**src/rtl/popcount_classifier.sv**
```systemverilog
// popcount_classifier
// Counts the set bits of an accepted word K bits per cycle and classifies
// the final count according to a 2-bit mode latched with the word.
//
// Ports:
//   clk        - sole clock, rising edge
//   rst_n      - asynchronous active-low reset
//   in_valid   - producer offers in_data/in_sel
//   in_ready   - block can accept a word (IDLE only)
//   in_data    - W-bit word to count
//   in_sel     - classification mode: 0 zero, 1 power of two,
//                2 other nonzero below W, 3 all ones
//   out_valid  - out_count/out_match hold a result
//   out_ready  - consumer takes the result this cycle
//   out_count  - number of set bits in the accepted word
//   out_match  - count belongs to the selected class
//   busy       - a word is being counted or awaiting drain
module popcount_classifier #(
  parameter  int unsigned W  = 7,
  parameter  int unsigned K  = 1,
  localparam int unsigned CW = $clog2(W + 1)
) (
  input  logic          clk,
  input  logic          rst_n,
  input  logic          in_valid,
  output logic          in_ready,
  input  logic [W-1:0]  in_data,
  input  logic [1:0]    in_sel,
  output logic          out_valid,
  input  logic          out_ready,
  output logic [CW-1:0] out_count,
  output logic          out_match,
  output logic          busy
);

  localparam int unsigned NCHUNK = (W + K - 1) / K;
  localparam int unsigned IW     = (NCHUNK > 1) ? $clog2(NCHUNK) : 1;
  localparam logic [IW-1:0] LAST_IDX = IW'(NCHUNK - 1);
  localparam logic [CW-1:0] W_C      = CW'(W);

  typedef enum logic [1:0] {
    IDLE,
    COUNT,
    DONE
  } state_e;

  state_e        state_q, state_d;
  logic [W-1:0]  data_q,  data_d;
  logic [1:0]    sel_q,   sel_d;
  logic [IW-1:0] idx_q,   idx_d;
  logic [CW-1:0] acc_q,   acc_d;
  logic [CW-1:0] count_q, count_d;
  logic          match_q, match_d;
  logic          valid_q, valid_d;

  int unsigned   shamt;
  logic [K-1:0]  chunk;
  logic [CW-1:0] chunk_pop;
  logic [CW-1:0] sum;

  function automatic logic [CW-1:0] pop_k(input logic [K-1:0] v);
    logic [CW-1:0] n;
    n = '0;
    for (int unsigned b = 0; b < K; b++) begin
      n = n + CW'(v[b]);
    end
    return n;
  endfunction

  function automatic logic classify(input logic [CW-1:0] c, input logic [1:0] sel);
    logic nz;
    logic pow2;
    logic r;
    nz   = (c != '0);
    pow2 = nz && ((c & (c - CW'(1))) == '0);
    case (sel)
      2'd0:    r = !nz;
      2'd1:    r = pow2;
      2'd2:    r = nz && !pow2 && (c < W_C);
      default: r = (c == W_C);
    endcase
    return r;
  endfunction

  always_comb begin
    state_d = state_q;
    data_d  = data_q;
    sel_d   = sel_q;
    idx_d   = idx_q;
    acc_d   = acc_q;
    count_d = count_q;
    match_d = match_q;
    valid_d = valid_q;

    // Right shift zero-fills above bit W-1, so the final partial chunk is
    // masked without a separate padding step.
    shamt     = 32'(idx_q) * K;
    chunk     = K'(data_q >> shamt);
    chunk_pop = pop_k(chunk);
    sum       = acc_q + chunk_pop;

    unique case (state_q)
      IDLE: begin
        if (in_valid) begin
          data_d  = in_data;
          sel_d   = in_sel;
          acc_d   = '0;
          idx_d   = '0;
          state_d = COUNT;
        end
      end
      COUNT: begin
        acc_d = sum;
        idx_d = idx_q + IW'(1);
        if (idx_q == LAST_IDX) begin
          state_d = DONE;
          count_d = sum;
          match_d = classify(sum, sel_q);
          valid_d = 1'b1;
        end
      end
      DONE: begin
        if (out_ready) begin
          state_d = IDLE;
          valid_d = 1'b0;
        end
      end
      default: state_d = IDLE;
    endcase
  end

  always_ff @(posedge clk or negedge rst_n) begin
    if (!rst_n) begin
      state_q <= IDLE;
      data_q  <= '0;
      sel_q   <= '0;
      idx_q   <= '0;
      acc_q   <= '0;
      count_q <= '0;
      match_q <= 1'b0;
      valid_q <= 1'b0;
    end else begin
      state_q <= state_d;
      data_q  <= data_d;
      sel_q   <= sel_d;
      idx_q   <= idx_d;
      acc_q   <= acc_d;
      count_q <= count_d;
      match_q <= match_d;
      valid_q <= valid_d;
    end
  end

  assign in_ready  = (state_q == IDLE);
  assign busy      = (state_q != IDLE);
  assign out_valid = valid_q;
  assign out_count = count_q;
  assign out_match = match_q;

endmodule

```
**config.mk**
```make
export PLATFORM = sky130hd
export DESIGN_NAME = popcount_classifier
export DESIGN_NICKNAME = d
export VERILOG_FILES = /design/src/rtl/popcount_classifier.sv
export SDC_FILE = /design/constraint.sdc
export NUM_CORES = 1
export LEC_CHECK = 0
export ABC_CLOCK_PERIOD_IN_PS = 4500
export CORE_MARGIN = 1.5
export CORE_UTILIZATION = 35
export CTS_CLUSTER_SIZE = 28
export DETAILED_ROUTE_END_ITERATION = 8
export PLACE_DENSITY = 0.56
export REMOVE_ABC_BUFFERS = 1
export SLEW_MARGIN = 20
export SYNTH_ARGS = -nofsm -noshare
export SYNTH_HDL_FRONTEND = slang
export SYNTH_SLANG_ARGS = --single-unit
```
**constraint.sdc**
```tcl
create_clock -name clk -period 4.5 [get_ports clk]
set_input_delay 0.9 -clock clk [delete_from_list [all_inputs] [get_ports clk]]
set_output_delay 0.9 -clock clk [all_outputs]
set_load 0.02 [all_outputs]
```
==> metrics.cfg <==
[timing]
period_minus_slack_ns=2.609
final_setup_vio_count=0
finClkSkew_ns=0.008445
rsz0062_at_grt=no
worstMarginPinSlew_ns=0.5491
hold_violations=0
final.setup.tns_ns=0
final.period_utilization=0.5797
slew_violations=0
max_slew_margin=0.6332
fmaxAchievable_mhz=383.4

[yosys]
post-synth-top-area-fraction=0.5087
synth.largest_area_cell=sky130_fd_sc_hd__dfrtp_1
netlist_area_um2=1082
ys_top_cells_by_area=sky130_fd_sc_hd__dfrtp_1, sky130_fd_sc_hd__mux2_4, sky130_fd_sc_hd__ha_1
ys_dominant_reg_cell=sky130_fd_sc_hd__dfrtp_1
synth-edff-count=0
synthCells=86
synth-seq-cells=22
synth_area_per_cell_um2=12.58
synth_seq_area_share=0.5087
synthDistinctLibCells=27
async_flop_share=1.000
synth_most_common_cell=sky130_fd_sc_hd__dfrtp_1
yosysWarnings=0
synth.cells.most_frequent=sky130_fd_sc_hd__dfrtp_1, sky130_fd_sc_hd__mux2_4, sky130_fd_sc_hd__nand2_1, sky130_fd_sc_hd__o21ai_0

[routing]
antenna_violating_nets_post_route=0
vias_per_cell=5.051
drtPass1Iterations=4
routed-via-count=692
wl_per_cell_um=13.77
drc=0
drt_first_iter_violations=7
postRouteWirelength_um=1886

[cts]
ctsLongestPathBuffers=2
post_cts.resized_instances=0
clock_sink_count=22
post_cts_hold_buffer_count=0
cts_htree_levels=1
cts_post_setup_buffers_inserted=0
numCtsBuffers=3
tritoncts=done
clk_latency_ns=0.31
clock_tree.root_cell=sky130_fd_sc_hd__clkbuf_4
cts.reportedPaths.clkPinSlew_ns=0.12

[die]
floorplan.rows=19
die_x_um=58.61
dieArea_um2=3435
design.portCount=20
core_region_area_um2=2853
die_height_um=58.61
initial_utilization=0.3794

[critical_path]
cell_at_the_slowest_stage_of_the_critical_path=sky130_fd_sc_hd__clkdlybuf4s50_1
critPathTopFamily=buffers and inverters
timing.setup.critical_path_class=register to output port
critical_path_max_stage_delay_ns=0.59
worstSetupStartpointType=register
critPathCaptureType=output port
cp_data_required_time_ns=3.60
timing.critical_path.cells=or2_4 > inv_2 > clkdlybuf4s50_1
cp_max_fo=8
critical_path_buf_inv_count=2
arrival_ns=1.71

[pwr]
sequentialPowerShare=0.393
cellInternalPower_uw=610.5
power.switching_uw=349.6
total_leakage_power_nw=0.5935
pwr_density_cell_nw_per_um2=730.8
power.share.switching=0.3641
power.share.clock=0.093
comb_power_share=0.514
ir_drop_mv=0.2906

[global_route]
first_global_vias=704
gr-usage-all-layers=0.1225
wire_length_of_the_first_global_routing_pass_um=3167
antenna_found_initial=0
pin_count_of_the_biggest_net_entering_global_routing=23
grt_remaining_overflow=0

[finish]
layout-drive-gt1-share=0.1981
multiInputGateArea_um2=501.7
antennaDiodeCount=0
n_fill_cell=267
num-nets-final=125
area_growth_pct=21.39
final-seq-area_um2=550.5
finalCoreUtilization=0.4605
stdcell_count=137

[place]
place.gp.congestion=0.7179
place_hpwl_um=1370
placed_cells=134
portBuffers=19

[flow_run]
max_cap_viol_count=0

[hold_path]
timing.hold.worst.class=register to register

[outcome]
outcome=complete, no violations

==> routing by layer <==
metal / global-route usage / vias up / share of wire
met1: 0.1510 / 325 / 0.46
met4: 0.02922 / 0 / 0.0090
li1: - / 344 / -
met3: 0.03956 / 5 / 0.051
met2: 0.2087 / 18 / 0.48
met5: 0 / - / 0
==> path summary, 6_finish.rpt <==
path / depth (start not counted) / from / end / slack (ns)
min in group asynchronous: 1 / rst_n / out_valid / 0.54
hold / removal: 2 / out_match / out_match / 0.49
setup / recovery: 3 / state_q[0] / in_ready / 1.89
setup reg to reg: 9 / idx_q[0] / out_match / 2.12
hold reg to reg: 2 / out_match / out_match / 0.49
max in group asynchronous: 1 / rst_n / data_q[3] / 3.62
==> cell families after synthesis <==
| family | synth area share |
|---|---|
| AND/OR/NAND/NOR | 0.09712 |
| adder cells (fa/ha/maj) | 0.04624 |
| buffers and inverters | 0.02774 |
| AO/OA/AOI/OAI | 0.09017 |
| flip-flops | 0.5087 |
| multiplexers | 0.2058 |
| XOR/XNOR | 0.02428 |
==> cell usage in the layout (no fill, tap or decap) <==
| cell | count |
|---|---|
| sky130_fd_sc_hd__and2_4 | 1 |
| sky130_fd_sc_hd__clkdlybuf4s50_1 | 18 |
| sky130_fd_sc_hd__mux2i_1 | 2 |
| sky130_fd_sc_hd__o21ai_0 | 6 |
| sky130_fd_sc_hd__nand2_1 | 6 |
| sky130_fd_sc_hd__a21oi_1 | 1 |
| sky130_fd_sc_hd__a22o_1 | 4 |
| sky130_fd_sc_hd__ha_1 | 4 |
| sky130_fd_sc_hd__inv_2 | 1 |
| sky130_fd_sc_hd__nor2_1 | 4 |
| sky130_fd_sc_hd__mux4_2 | 1 |
| sky130_fd_sc_hd__inv_1 | 3 |
| sky130_fd_sc_hd__or2b_1 | 1 |
| sky130_fd_sc_hd__xor2_1 | 2 |
| sky130_fd_sc_hd__and2b_1 | 1 |
| sky130_fd_sc_hd__nand2b_1 | 3 |
| sky130_fd_sc_hd__clkbuf_4 | 3 |
| sky130_fd_sc_hd__mux2_4 | 9 |
| sky130_fd_sc_hd__or2_4 | 1 |
| sky130_fd_sc_hd__xnor2_1 | 1 |
| sky130_fd_sc_hd__a22oi_1 | 1 |
| sky130_fd_sc_hd__mux2_2 | 4 |
| sky130_fd_sc_hd__nand3_1 | 2 |
| sky130_fd_sc_hd__or3_1 | 1 |
| sky130_fd_sc_hd__a31oi_1 | 2 |
| sky130_fd_sc_hd__dfrtp_1 | 22 |
| sky130_fd_sc_hd__o21bai_1 | 1 |
| sky130_fd_sc_hd__buf_2 | 1 |
==> tightest hold or removal path, stage by stage, from the launching register on <==
cell,delay (ns)
sky130_fd_sc_hd__dfrtp_1,0.36
sky130_fd_sc_hd__nand2_1,0.04
sky130_fd_sc_hd__o21ai_0,0.06
==> stage by stage <==
stage	setup WS [ns]	hold slack, ns	instance area (um2)	total power [mW]
after global routing	1.826	0.5397	1314	1.036
after detailed placement	2.123	0.4733	1296	0.8820
after floorplan	2.237	0.4723	1067	0.7375
final	1.891	0.4923	1314	0.9601
after CTS	1.882	0.5018	1319	0.9762
after global placement	2.168	0.4672	1296	0.8711
==> registers in the layout, indices dropped and copies added, names as in the netlist <==
name / count
idx_q: 3
out_match: 1
out_count: 3
out_valid: 1
sel_q: 2
state_q: 2
acc_q: 3
data_q: 7
==> area by class of cell <==
type,instances,share of cell area
Clock buffer,3,0.01714
Inverter,4,0.01143
Multi-Input combinational cell,58,0.3819
Timing Repair Buffer,19,0.1410
Tap cell,31,0.02952
Sequential cell,22,0.4190
==> power groups by stage <==
| stage | Clock, mW | Sequential (mW) | Combinational, mW |
|---|---|---|---|
| 2_1_floorplan | 0 | 0.387 | 0.351 |
| 3_3_place_gp | 0 | 0.379 | 0.492 |
| 3_5_place_dp | 0 | 0.385 | 0.497 |
| 4_1_cts | 0.0950 | 0.380 | 0.501 |
| 5_1_grt | 0.0995 | 0.393 | 0.543 |
| 6_report | 0.0891 | 0.378 | 0.493 |
No activity file was read; power rests on OpenSTA's default activity.
